$ cat config.mk
export PLATFORM = sky130hd
export DESIGN_NAME = add_sub_iter
export DESIGN_NICKNAME = d
export VERILOG_FILES = /design/src/rtl/add_sub_iter.sv
export SDC_FILE = /design/constraint.sdc
export NUM_CORES = 1
export LEC_CHECK = 0
export CORE_MARGIN = 2
export CORE_UTILIZATION = 60
export CTS_BUF_LIST = sky130_fd_sc_hd__clkbuf_4 sky130_fd_sc_hd__clkbuf_8
export CTS_CLUSTER_DIAMETER = 200
export DETAILED_ROUTE_END_ITERATION = 12
export DONT_BUFFER_PORTS = 1
export PLACE_DENSITY = 0.88
export SKIP_LAST_GASP = 1
export SYNTH_ARGS = -nofsm -noshare
export SYNTH_HDL_FRONTEND = slang
export SYNTH_SLANG_ARGS = --single-unit
$ cat constraint.sdc
create_clock -name clk -period 4.3 [get_ports clk]
set_input_delay 0.86 -clock clk [delete_from_list [all_inputs] [get_ports clk]]
set_output_delay 0.86 -clock clk [all_outputs]
set_load 0.01 [all_outputs]
$ cat src/rtl/add_sub_iter.sv
// Multi-cycle add/subtract: CHUNK bits per enabled cycle, LSB first, with a registered carry.
// Produces carry/overflow/zero/negative flags, can optionally saturate, and uses valid/ready handshakes.
module add_sub_iter #(
  parameter int unsigned WIDTH = 32,
  parameter int unsigned CHUNK = 8
) (
  input  logic             clk,
  input  logic             rst,
  input  logic             EN,
  input  logic             in_valid,
  output logic             in_ready,
  input  logic [WIDTH-1:0] value1,
  input  logic [WIDTH-1:0] value2,
  input  logic             control,
  input  logic             signedness,
  input  logic             saturate,
  output logic [WIDTH-1:0] value_out,
  output logic             flag_overflow,
  output logic             flag_carry,
  output logic             flag_zero,
  output logic             flag_negative,
  output logic             out_valid,
  input  logic             out_ready
);

  localparam int unsigned NUM_CHUNKS = WIDTH / CHUNK;
  localparam int unsigned CNT_W      = (NUM_CHUNKS > 1) ? $clog2(NUM_CHUNKS) : 1;

  localparam logic [1:0] IDLE = 2'd0;
  localparam logic [1:0] BUSY = 2'd1;
  localparam logic [1:0] HOLD = 2'd2;

  logic [1:0]       state_q, state_d;
  logic [CNT_W-1:0] cnt_q, cnt_d;
  logic             carry_q, carry_d;
  logic [WIDTH-1:0] a_q, a_d, b_q, b_d, sum_q, sum_d;
  logic             ctrl_q, ctrl_d, sgn_q, sgn_d, sat_q, sat_d;
  logic [WIDTH-1:0] vout_q, vout_d;
  logic             ovf_q, ovf_d, cy_q, cy_d, z_q, z_d, n_q, n_d;
  logic             ov_q, ov_d;

  logic [CHUNK-1:0] a_chunk, b_chunk;
  logic [CHUNK:0]   chunk_sum;
  logic             ovf_raw;
  logic [WIDTH-1:0] result;

  assign in_ready      = (state_q == IDLE) && EN;
  assign value_out     = vout_q;
  assign flag_overflow = ovf_q;
  assign flag_carry    = cy_q;
  assign flag_zero     = z_q;
  assign flag_negative = n_q;
  assign out_valid     = ov_q;

  // Chunk adder, and the full-width view of the sum including the chunk being added this cycle
  always_comb begin
    a_chunk = '0;
    b_chunk = '0;
    for (int i = 0; i < int'(NUM_CHUNKS); i++) begin
      if (cnt_q == CNT_W'(i)) begin
        a_chunk = a_q[i*CHUNK +: CHUNK];
        b_chunk = b_q[i*CHUNK +: CHUNK];
      end
    end
    chunk_sum = {1'b0, a_chunk} + {1'b0, b_chunk} + {{CHUNK{1'b0}}, carry_q};
    sum_d = sum_q;
    for (int i = 0; i < int'(NUM_CHUNKS); i++) begin
      if (cnt_q == CNT_W'(i)) sum_d[i*CHUNK +: CHUNK] = chunk_sum[CHUNK-1:0];
    end
    if (!sgn_q)
      ovf_raw = (a_q[WIDTH-1] == b_q[WIDTH-1]) && (sum_d[WIDTH-1] != a_q[WIDTH-1]);
    else
      ovf_raw = ctrl_q ? ~chunk_sum[CHUNK] : chunk_sum[CHUNK];
    result = sum_d;
    if (sat_q && ovf_raw) begin
      if (!sgn_q) result = a_q[WIDTH-1] ? {1'b1, {(WIDTH-1){1'b0}}} : {1'b0, {(WIDTH-1){1'b1}}};
      else        result = ctrl_q ? {WIDTH{1'b0}} : {WIDTH{1'b1}};
    end
  end

  // Next-state and registered outputs
  always_comb begin
    state_d = state_q;
    cnt_d   = cnt_q;
    carry_d = carry_q;
    a_d     = a_q;
    b_d     = b_q;
    ctrl_d  = ctrl_q;
    sgn_d   = sgn_q;
    sat_d   = sat_q;
    vout_d  = vout_q;
    ovf_d   = ovf_q;
    cy_d    = cy_q;
    z_d     = z_q;
    n_d     = n_q;
    ov_d    = ov_q;
    case (state_q)
      IDLE: begin
        if (in_valid && EN) begin
          a_d     = value1;
          b_d     = value2 ^ {WIDTH{control}};
          ctrl_d  = control;
          sgn_d   = signedness;
          sat_d   = saturate;
          carry_d = control;
          cnt_d   = '0;
          state_d = BUSY;
        end
      end
      BUSY: begin
        if (EN) begin
          carry_d = chunk_sum[CHUNK];
          cnt_d   = cnt_q + CNT_W'(1);
          if (cnt_q == CNT_W'(NUM_CHUNKS - 1)) begin
            vout_d  = result;
            ovf_d   = ovf_raw;
            cy_d    = chunk_sum[CHUNK];
            z_d     = (result == '0);
            n_d     = result[WIDTH-1];
            ov_d    = 1'b1;
            state_d = HOLD;
          end
        end
      end
      HOLD: begin
        if (out_ready) begin
          ov_d    = 1'b0;
          state_d = IDLE;
        end
      end
      default: state_d = IDLE;
    endcase
  end

  always_ff @(posedge clk) begin
    if (rst) begin
      state_q <= IDLE;
      cnt_q   <= '0;
      carry_q <= 1'b0;
      a_q     <= '0;
      b_q     <= '0;
      sum_q   <= '0;
      ctrl_q  <= 1'b0;
      sgn_q   <= 1'b0;
      sat_q   <= 1'b0;
      vout_q  <= '0;
      ovf_q   <= 1'b0;
      cy_q    <= 1'b0;
      z_q     <= 1'b0;
      n_q     <= 1'b0;
      ov_q    <= 1'b0;
    end else begin
      state_q <= state_d;
      cnt_q   <= cnt_d;
      carry_q <= carry_d;
      a_q     <= a_d;
      b_q     <= b_d;
      sum_q   <= (state_q == BUSY && EN) ? sum_d : sum_q;
      ctrl_q  <= ctrl_d;
      sgn_q   <= sgn_d;
      sat_q   <= sat_d;
      vout_q  <= vout_d;
      ovf_q   <= ovf_d;
      cy_q    <= cy_d;
      z_q     <= z_d;
      n_q     <= n_d;
      ov_q    <= ov_d;
    end
  end

endmodule

Yosys cells after proc, flatten, opt, wreduce, memory -nomap -nowiden
Cells that the tools add are included.
{"block": "op_classes", "addsub": 3, "n_mul": 0, "div": 0, "order_cmp": 0, "n_eq_ne": 11, "shifts": 0, "muxes": 33, "bitwise": 2, "n_reduce_logical": 15}
{"cell": "2-to-1 mux 32 bit", "n": 4}
{"cell": "2-to-1 mux 8 bit", "n": 12}
{"cell": "logical NOT 32 bit", "n": 1}
{"cell": "XOR 32 bit", "n": 1}
{"cell": "2-to-1 mux 2 bit", "n": 6}
{"cell": "adder 8 x 8 -> 9 bit", "n": 1}
{"cell": "adder 9 x 1 -> 9 bit", "n": 1}
{"cell": "AND reduction 4 bit", "n": 2}
{"cell": "2-to-1 mux 1 bit", "n": 7}
{"cell": "equality test 2 bit (second input constant)", "n": 3}
{"cell": "inequality test 2 bit (second input constant)", "n": 3}
{"cell": "case mux 2 bit (3 select lines)", "n": 1}
{"cell": "AND reduction 3 bit", "n": 2}
{"cell": "logical AND 1 bit", "n": 5}
{"cell": "equality test 2 x 1 -> 1 bit (second input constant)", "n": 2}
{"cell": "logical NOT 2 bit", "n": 2}
{"cell": "case mux 1 bit (2 select lines)", "n": 2}
{"cell": "case mux 2 bit (2 select lines)", "n": 1}
{"cell": "nonzero test 2 bit", "n": 2}
{"cell": "adder 2 x 1 -> 2 bit (second input constant)", "n": 1}
{"cell": "inequality test 2 x 1 -> 1 bit (second input constant)", "n": 1}
{"cell": "AND reduction 2 bit", "n": 1}
{"cell": "equality test 1 bit", "n": 1}
{"cell": "inequality test 1 bit", "n": 1}
{"cell": "inverter 1 bit", "n": 1}
{"block": "totals", "ff_bits": 141, "latchBits": 0, "ram_bits": 0, "romBits": 0, "in_bits": 72, "out_inout_bits": 38, "word_cells": 79, "memories": 0}

Logic depth before layout (Yosys ltp)
Gate-level depths: netlist of the first run.
{"block": "logic_depth", "depth_word": 14, "ltp_mapped": 21, "mapped_depth_nobuf": 19}

Least setup slack after synthesis of the first run
Ideal clock, no wire load.
{"block": "synth_path", "path_kind": "flip-flop to flip-flop", "startpoint": "register cnt_q[0]", "endpoint": "register vout_q[17] (netlist: value_out[17])", "setup_time_ns": 0.078, "t_arrival_ns": 4.019, "required_ns": 4.222, "slack_ns": 0.203, "stages_incl_launch_ff": 20, "n_path_buf": 3, "synth_period_minus_slack_ns": 4.097, "cell_sequence": "dfxtp_1 -> ha_1 -> clkbuf_1 -> clkbuf_1 -> a21oi_1 -> nor2_1 -> a21oi_1 -> nor2_1 -> a21oi_1 -> fa_1 -> fa_1 -> and2b_1 -> o31a_1 -> o31ai_2 -> o2bb2ai_2 -> mux2_2 -> nor3_4 -> buf_6 -> a211oi_2 -> nor3_1"}
{"block": "synth_via", "elab_chain_cells": 13, "elab_cells_between_ends": 24, "cone_classes": "2 x add/sub; 4 x eq/ne; 13 x mux; 1 x bitwise; 4 x reduce/logical"}
{"element": "start: declaration", "line": "34", "source": "logic [CNT_W-1:0] cnt_q, cnt_d;"}
{"element": "start signal: assignment", "line": "154", "source": "cnt_q <= cnt_d;"}
{"element": "logical NOT 2 bit", "line": "60", "source": "if (cnt_q == CNT_W'(i)) begin"}
{"element": "2-to-1 mux 8 bit (4 in a row)", "line": "60"}
{"element": "adder 8 x 8 -> 9 bit", "line": "65", "source": "chunk_sum = {1'b0, a_chunk} + {1'b0, b_chunk} + {{CHUNK{1'b0}}, carry_q};"}
{"element": "adder 9 x 1 -> 9 bit", "line": "65"}
{"element": "2-to-1 mux 8 bit", "line": "68", "source": "if (cnt_q == CNT_W'(i)) sum_d[i*CHUNK +: CHUNK] = chunk_sum[CHUNK-1:0];"}
{"element": "inequality test 1 bit", "line": "71", "source": "ovf_raw = (a_q[WIDTH-1] == b_q[WIDTH-1]) && (sum_d[WIDTH-1] != a_q[WIDTH-1]);"}
{"element": "logical AND 1 bit", "line": "71"}
{"element": "2-to-1 mux 1 bit", "line": "70", "source": "if (!sgn_q)"}
{"element": "logical AND 1 bit", "line": "75", "source": "if (sat_q && ovf_raw) begin"}
{"element": "2-to-1 mux 32 bit", "line": "75"}
{"element": "end signal: assignment", "line": "162", "source": "vout_q <= vout_d;"}
{"element": "end: declaration", "line": "38", "source": "logic [WIDTH-1:0] vout_q, vout_d;"}
Parallel ways exist; a longest one is shown, timed or not.
A chain may end at the register's enable or synchronous reset.

Worst setup path after layout of the first run
{"block": "layout_path", "startpoint": "register cnt_q[0]", "endpoint": "register z_q (netlist: flag_zero)"}
{"block": "layout_via", "elab_chain_cells": 14, "elab_cells_between_ends": 27, "cone_classes": "2 x add/sub; 4 x eq/ne; 15 x mux; 1 x bitwise; 5 x reduce/logical"}
{"element": "logical NOT 2 bit", "line": "60, 68"}
{"element": "2-to-1 mux 8 bit (4 in a row)", "line": "60"}
{"element": "adder 8 x 8 -> 9 bit", "line": "65"}
{"element": "adder 9 x 1 -> 9 bit", "line": "65"}
{"element": "2-to-1 mux 8 bit", "line": "68"}
{"element": "inequality test 1 bit", "line": "71"}
{"element": "logical AND 1 bit", "line": "71"}
{"element": "2-to-1 mux 1 bit", "line": "70"}
{"element": "logical AND 1 bit", "line": "75"}
{"element": "2-to-1 mux 32 bit", "line": "75"}
{"element": "logical NOT 32 bit", "line": "118", "source": "z_d = (result == '0);"}
{"element": "end signal: assignment", "line": "165", "source": "z_q <= z_d;"}
{"element": "end: declaration", "line": "39", "source": "logic ovf_q, ovf_d, cy_q, cy_d, z_q, z_d, n_q, n_d;"}
Parallel ways exist; a longest one is shown, timed or not.

==> tab_implementation.tex, run 1 <==
\begin{tabular}{lr}
\hline
Metric & Value \\
\hline
\multicolumn{2}{l}{\textbf{Die}} \\
Floorplan Core Area & 10900 µm² \\
Width of the chip & 110 µm \\
Floorplan die height & 110 µm \\
Number of I/O pins & 110 \\
Die outline area & 12200 µm² \\
Number of core rows & 38 \\
Initial standard-cell utilization of the core & 62.1\% \\
\multicolumn{2}{l}{\textbf{Worst setup path}} \\
Launching element type of the critical path & flop \\
Maximum fanout count along the critical path & 13 \\
Arrival @ worst endpoint & 4.37 ns \\
R2r startpoint & cnt\_q[0] \\
Depth of the worst register-to-register path & 17 \\
Worst reg-to-reg setup slack & 0.31 ns \\
Startpoint-to-endpoint class of the critical path & reg2reg \\
CP startpoint & cnt\_q[0] \\
Data required, critical path & 4.67 ns \\
Critical R2R Capture & flag\_zero \\
Kind of end point of the critical path & flop \\
CP endpoint & flag\_zero \\
\multicolumn{2}{l}{\textbf{Placement}} \\
Post-detailed-placement half-perimeter wirelength & 11.6 mm \\
Routability Congestion & 0.914 \\
Total placed cells including tap cells & 962 \\
Count of buffers from port buffering & 0 \\
Placement-stage cell area & 6830 µm² \\
\multicolumn{2}{l}{\textbf{Pwr}} \\
Power Density & 377 nW/µm² \\
Switching Fraction & 26.0\% \\
Proportion of power drawn by the clock network & 38.4\% \\
Static Leakage & 2.70 nW \\
Post-route total power & 0.00277 W \\
Switch Pwr & 0.000720 W \\
Combinational share of power & 12.6\% \\
Worst VDD drop & 0.269 mV \\
Share of total power in sequential cells & 49.0\% \\
Internal power & 0.00205 W \\
\multicolumn{2}{l}{\textbf{Clocking}} \\
Number of sinks handled by clock tree synthesis & 138 \\
H-tree depth & 4 \\
Buffer cell driving the clock tree root & clkbuf\_8 \\
Num CTS Buffers & 17 \\
Worst-path clk slew & 0.07 ns \\
Worst-skew pair later-pin latency & 0.46 ns \\
TritonCTS clock tree & built \\
CTS hold repair buffers & 0 \\
Number of buffers between clock root and the deepest sink & 2 \\
\multicolumn{2}{l}{\textbf{Min path}} \\
Path type of the worst min-delay path & reg2reg \\
Worst hold path stage count & 2 \\
\multicolumn{2}{l}{\textbf{Layout}} \\
Final non-filler cell area & 7340 µm² \\
Ratio of cells with drive above 1 in the final layout & 9.92\% \\
Filler cell count in the final layout & 943 \\
Area growth from synthesis to layout & 8.11\% \\
Antenna cells & 0 \\
Count of nets after finishing & 929 \\
Area of the multi-input gates & 3760 µm² \\
Final Non-Filler Cells & 997 \\
Sequential Area & 2770 µm² \\
\multicolumn{2}{l}{\textbf{Logic synthesis}} \\
Number of instances in the synthesized netlist & 872 \\
Leading post-synthesis cells by cell area & dfxtp\_1, a21oi\_1, nor2\_1 \\
Fraction of the mapped netlist area in simple logic gates & 21.0\% \\
Top FF cell, synth & dfxtp\_1 \\
Yosys reg bits & 138 \\
Synthesized-area fraction occupied by ao, oa, aoi and oai cells & 24.1\% \\
Yosys warns & 0 \\
Synth Area in Adders & 2.62\% \\
Proportion of register bits with asynchronous set or reset after synthesis & 0\% \\
Xor-xnor portion of the synthesized cell area & 4.51\% \\
Dominant combinational cell family by area after synthesis & compound AO/OA/AOI/OAI gates \\
Sequential share of the synthesized area & 40.7\% \\
Number of flops mapped to enable cells by yosys & 0 \\
Library cell occupying the most area in the post-synthesis netlist & dfxtp\_1 \\
Synthesized Nets & 957 \\
Count leader, synth & dfxtp\_1 \\
Multiplexer fraction of the synthesized cell area & 1.95\% \\
Post-synthesis average cell area & 7.79 µm² \\
Leading cell types by count after synthesis & dfxtp\_1, nor2\_1, a21oi\_1 \\
Post-synth design cell area & 6790 µm² \\
Count of cell types in the netlist & 62 \\
Share of the synthesized area in the top cell type & 40.7\% \\
\multicolumn{2}{l}{\textbf{Routing}} \\
Iteration count of the initial detailed-routing pass & 8 \\
Wire length per cell after detailed routing & 16.9 µm \\
Total Routed Length & 16.8 mm \\
Via count normalized by instance count & 6.05 \\
Post-route ant nets & 0 \\
Total via count after detailed routing & 6029 \\
Iter 0 DRT Violations & 456 \\
Number of DRC violations after detailed routing & 0 \\
\multicolumn{2}{l}{\textbf{Global route}} \\
Global-route wire length before repair & 26.7 mm \\
Pin count of the biggest net entering global routing & 125 \\
Overflow left after global routing & 0 \\
Total routing usage reported by global routing & 28.7\% \\
Number of antenna violations at the first check in global routing & 0 \\
Via count of the first global-routing pass & 5567 \\
\multicolumn{2}{l}{\textbf{Timing}} \\
Setup skew after layout & 0.0121 ns \\
Final Hold Fails & 0 \\
Final count of pins violating max slew & 0 \\
Max Clk Rate & 250 MHz \\
Transition at the pin with the smallest max-transition slack & 1.04 ns \\
Clock period minus worst slack & 3.99 ns \\
Final clock period utilization by the worst path & 92.9\% \\
Relative slew slack & 30.5\% \\
Number of endpoints failing setup at the final stage & 0 \\
\multicolumn{2}{l}{\textbf{Status}} \\
Status & finished, final reports clean \\
\multicolumn{2}{l}{\textbf{Run}} \\
MaxCap Viol Count & 0 \\
\hline
\end{tabular}
per-stage QoR:
step | setup WS [ns] | TNS (ns) | hold slack [ns] | utilization, %
floorplan | 0.203 | 0 | 0.432 | -
global placement | 0.162 | 0 | 0.431 | 62.5
detailed placement | 0.0526 | 0 | 0.440 | 62.5
CTS | 0.0780 | 0 | 0.449 | 66.2
global route | -0.0251 | -0.0288 | 0.459 | 67.1
finish | 0.307 | 0 | 0.451 | 67.1
state kept, by name, indices dropped and copies added, names as in the netlist, 2 cells and up:
register,cells
a_q,32
b_q,32
value_out,32
sum_q,30
cnt_q,2
state_q,2
how the worst min path moves through the flow:
stage / startpoint / to / slack (ns)
final: sum_q[6] / sum_q[6] / 0.45
after global placement: sum_q[6] / sum_q[6] / 0.43
after CTS: sum_q[6] / sum_q[6] / 0.45
after floorplan: sum_q[5] / sum_q[5] / 0.43
after global routing: rst / a_q[25] / 0.46
after detailed placement: sum_q[6] / sum_q[6] / 0.44
repair_timing:
action	CTS	global route
pin swaps	0	3
cloned	0	1
resized for setup	1	12
buffers inserted	0	2
setup endpoints to repair	1	32
cell type report:
class                           count  area share [%]
Multi-Input combinational cell    650            51.2
Sequential cell                   138            37.7
Clock buffer                       25            4.18
Timing Repair Buffer               25            2.74
Tap cell                          140            2.39
Clock inverter                      7            1.24
Inverter                           12           0.614
critical path, cell delays in order (launching register included):
cell and delay (ns):
dfxtp_2 0.37, inv_1 0.07, ha_1 0.25, buf_4 0.18, and3_1 0.18, a21oi_1 0.18
nor2_1 0.06, a21oi_1 0.12, o21ai_0 0.11, ha_1 0.39, o211ai_2 0.10, a21oi_1 0.26
o21ai_0 0.23, or2_1 0.31, a221o_2 0.44, a221oi_2 0.33, a31oi_1 0.14, o31ai_2 0.19
power by group through the flow:
stage,Sequential (W),Clock (W),Combinational (W)
finish,0.00136,0.00106,0.000350
global route,0.00136,0.00113,0.000387
CTS,0.00136,0.00107,0.000339
detailed placement,0.00139,0,0.000336
global placement,0.00138,0,0.000330
floorplan,0.00137,0,0.000274
kinds of logic after synthesis:
| kind of cell | Yosys count |
|---|---|
| DFF | 138 |
| AOI/OAI and AO/OA | 263 |
| buffers and inverters | 84 |
| adders and majority gates | 13 |
| and+or+nand+nor | 326 |
| muxes | 13 |
| xor gates and xnor gates | 35 |
routing by layer:
layer | track usage, % | wire, µm | part of all wire [%] | vias to the layer above
met5 | 0 | 0 | 0 | -
met4 | 12.9 | 413 | 2.5 | 0
met3 | 6.29 | 1240 | 7.4 | 38
met2 | 48.7 | 8280 | 49 | 236
met1 | 34.9 | 6890 | 41 | 2794
li1 | - | - | - | 2961
placed cells by master, fill, tap and decap left out, drive strengths merged, types with 3 or more instances in the layout:
cell type,instances
ha,11
nor2,132
buf,25
and3,17
o21a,12
nand3,12
a211oi,57
clkbuf,25
nor3,15
o31ai,5
nor4,3
o21ai,36
a211o,3
clkinv,4
nand2,121
inv,12
a21o,3
mux2i,11
a21oi,128
nand2b,3
nor2b,7
xnor2,35
dfxtp,138
Power figures use the tool's default switching activity.
==> run 2: changes to the inputs <==
CAP_MARGIN = 10   (was not set)
CORE_UTILIZATION = 41   (was 60)
PLACE_DENSITY = 0.66   (was 0.88)
SLEW_MARGIN = 20   (was not set)
==> tab_implementation.tex, run 2 (same netlist as run 1, synthesis figures left out) <==
\begin{tabular}{lr}
\hline
Metric & Value \\
\hline
\multicolumn{2}{l}{\textbf{Status}} \\
Status & finished, final reports clean \\
\multicolumn{2}{l}{\textbf{Clocking}} \\
Worst-path clk slew & 0.08 ns (about the same) \\
CTS hold repair buffers & 0 (unchanged) \\
Number of buffers between clock root and the deepest sink & 2 (unchanged) \\
Buffer cell driving the clock tree root & clkbuf\_8 \\
Num CTS Buffers & 17 (unchanged) \\
Worst-skew pair later-pin latency & 0.46 ns (about the same) \\
Number of sinks handled by clock tree synthesis & 138 (unchanged) \\
H-tree depth & 4 (unchanged) \\
TritonCTS clock tree & built \\
\multicolumn{2}{l}{\textbf{Min path}} \\
Worst hold path stage count & 2 (unchanged) \\
Path type of the worst min-delay path & reg2reg \\
Source of the worst hold timing path & sum\_q[5] \\
Worst hold path endpoint & sum\_q[5] \\
\multicolumn{2}{l}{\textbf{Placement}} \\
Post-detailed-placement half-perimeter wirelength & 12.4 mm (+7.0\%) \\
Routability Congestion & 0.869 (-5.0\%) \\
Count of buffers from port buffering & 0 (unchanged) \\
\multicolumn{2}{l}{\textbf{Routing}} \\
Post-route ant nets & 0 (unchanged) \\
Total Routed Length & 18.0 mm (+7.2\%) \\
Iter 0 DRT Violations & 485 (+6.4\%) \\
Iteration count of the initial detailed-routing pass & 5 (-3) \\
Total via count after detailed routing & 5827 (-3.4\%) \\
Via count normalized by instance count & 5.40 (-11\%) \\
Wire length per cell after detailed routing & 16.7 µm (-1.0\%) \\
Number of DRC violations after detailed routing & 0 (unchanged) \\
\multicolumn{2}{l}{\textbf{Global route}} \\
Total routing usage reported by global routing & 20.5\% (-8.3 points) \\
Pin count of the biggest net entering global routing & 125 (unchanged) \\
Overflow left after global routing & 0 (unchanged) \\
Number of antenna violations at the first check in global routing & 0 (unchanged) \\
Global-route wire length before repair & 28.5 mm (+6.8\%) \\
Via count of the first global-routing pass & 5428 (-2.5\%) \\
\multicolumn{2}{l}{\textbf{Timing}} \\
Transition at the pin with the smallest max-transition slack & 0.779 ns (-0.262 ns) \\
Max Clk Rate & 248 MHz (-0.92\%) \\
Relative slew slack & 48.1\% (+18 points) \\
Final clock period utilization by the worst path & 93.7\% (+0.86 points) \\
Setup repair after global routing missed its margin & no \\
Final count of pins violating max slew & 0 (unchanged) \\
Setup skew after layout & 0.0124 ns (+0.000259 ns) \\
Number of endpoints failing setup at the final stage & 0 (unchanged) \\
Final Hold Fails & 0 (unchanged) \\
Clock period minus worst slack & 4.03 ns (+0.0371 ns) \\
\multicolumn{2}{l}{\textbf{Pwr}} \\
Switching Fraction & 26.9\% (+0.90 points) \\
Power Density & 364 nW/µm² (-3.5\%) \\
Post-route total power & 0.00273 W (-1.4\%) \\
Internal power & 0.00199 W (-2.6\%) \\
Share of total power in sequential cells & 49.7\% (+0.7 points) \\
Combinational share of power & 13.1\% (+0.5 points) \\
Static Leakage & 2.70 nW (+0.19\%) \\
Proportion of power drawn by the clock network & 37.2\% (-1.2 points) \\
Switch Pwr & 0.000735 W (+2.0\%) \\
Worst VDD drop & 0.237 mV (-12\%) \\
\multicolumn{2}{l}{\textbf{Layout}} \\
Antenna cells & 0 (unchanged) \\
Commonest cells after routing, fill and taps aside & dfxtp\_1, nor2\_1, a21oi\_1 \\
Most common cell after layout, fill and taps aside & dfxtp\_1 \\
Post-layout util & 45.7\% (-21 points) \\
Count of nets after finishing & 933 (+0.43\%) \\
Filler cell count in the final layout & 1665 (+77\%) \\
Ratio of cells with drive above 1 in the final layout & 11.3\% (+1.4 points) \\
Area growth from synthesis to layout & 10.4\% \\
\multicolumn{2}{l}{\textbf{Worst setup path}} \\
Kind of end point of the critical path & flop \\
Depth of the worst register-to-register path & 19 (+2) \\
Arrival @ worst endpoint & 4.38 ns (about the same) \\
R2r startpoint & cnt\_q[1] \\
Maximum fanout count along the critical path & 5 (-8) \\
Startpoint-to-endpoint class of the critical path & reg2reg \\
Worst reg-to-reg setup slack & 0.27 ns (-0.04 ns) \\
Launching element type of the critical path & flop \\
Data required, critical path & 4.65 ns (-0.02 ns) \\
Critical R2R Capture & value\_out[2] \\
\multicolumn{2}{l}{\textbf{Die}} \\
Die outline area & 17600 µm² (+45\%) \\
Initial standard-cell utilization of the core & 41.4\% (-21 points) \\
Floorplan die height & 133 µm (+20\%) \\
Width of the chip & 133 µm (+20\%) \\
Floorplan Core Area & 16400 µm² (+50\%) \\
Number of core rows & 47 (+24\%) \\
Number of I/O pins & 110 (unchanged) \\
\multicolumn{2}{l}{\textbf{Run}} \\
MaxCap Viol Count & 0 (unchanged) \\
\hline
\end{tabular}
run 2: worst max-delay path by stage:
stage                  start             to  slack (ns)  cells after the start
floorplan           cnt_q[0]  value_out[17]        0.20                     19
global placement    cnt_q[1]   value_out[3]        0.08                     19
detailed placement  cnt_q[0]   value_out[3]       -0.02                     18
CTS                 cnt_q[0]   value_out[9]        0.02                     18
global route        cnt_q[1]  value_out[29]       0.006                     21
finish              cnt_q[1]   value_out[2]        0.27                     19
run 2: per-stage QoR:
step / hold slack, ns / setup TNS, ns / std cells / setup slack (ns) / instance area (µm²)
final: 0.447 / 0 / 1080 / 0.269 / 7500
after global routing: 0.444 / 0 / 1080 / 0.00628 / 7500
after CTS: 0.450 / 0 / 1073 / 0.0242 / 7310
after detailed placement: 0.441 / -0.0176 / 1042 / -0.0176 / 6930
after global placement: 0.434 / 0 / 1042 / 0.0775 / 6930
after floorplan: 0.432 / 0 / 872 / 0.203 / 6790
run 2: final cells by class:
| class | count | area, µm² | area share (%) |
|---|---|---|---|
| multi-input cells | 650 | 3780 | 50.4 |
| flip-flops and latches | 138 | 2760 | 36.9 |
| clock buffers | 24 | 305 | 4.07 |
| well taps | 220 | 275 | 3.67 |
| repair buffers | 29 | 255 | 3.41 |
| clock inverters | 7 | 67.6 | 0.901 |
| inverters | 12 | 48.8 | 0.651 |
run 2: routing by layer:
layer,track usage [%],part of all wire [%],vias up
li1,-,-,2964
met1,26.3,45,2663
met2,33.4,47,175
met3,5.25,6.5,25
met4,7.23,1.6,0
met5,0,0,-
run 2: worst max-delay path, cell delays in order, from the launching register on:
cell,delay (ns)
dfxtp_1,0.35
inv_2,0.09
ha_4,0.14
clkinvlp_4,0.13
and3_1,0.19
a21oi_1,0.13
nor2_1,0.05
a21oi_1,0.13
nor2_1,0.05
a21oi_1,0.18
fa_2,0.24
fa_2,0.21
and2b_1,0.19
o31a_1,0.29
o31ai_4,0.28
o2bb2ai_4,0.20
mux2_4,0.36
nor3_2,0.37
a211oi_1,0.10
a31o_2,0.23
run 2: power by group through the flow:
stage                     clock (W)  combinational, W  sequential, W
after detailed placement          0          0.000344        0.00138
after global placement            0          0.000342        0.00138
final                       0.00101          0.000359        0.00136
after CTS                   0.00103          0.000346        0.00135
after floorplan                   0          0.000274        0.00137
after global routing        0.00108          0.000399        0.00136
run 2: timing repair:
item	4_1_cts	5_1_grt
pin swaps	0	5
endpoints found under the setup margin	1	34
gates cloned	0	1
gates resized for setup	1	20
setup buffers	0	6
endpoints found under the hold margin	0	0
==> run 3: changes to the inputs <==
CTS_CLUSTER_DIAMETER = 150   (was 200)
CTS_CLUSTER_SIZE = 30   (was not set)
==> results of run 3 <==
The final DEF is identical to that of run 2; final timing and power are the same.
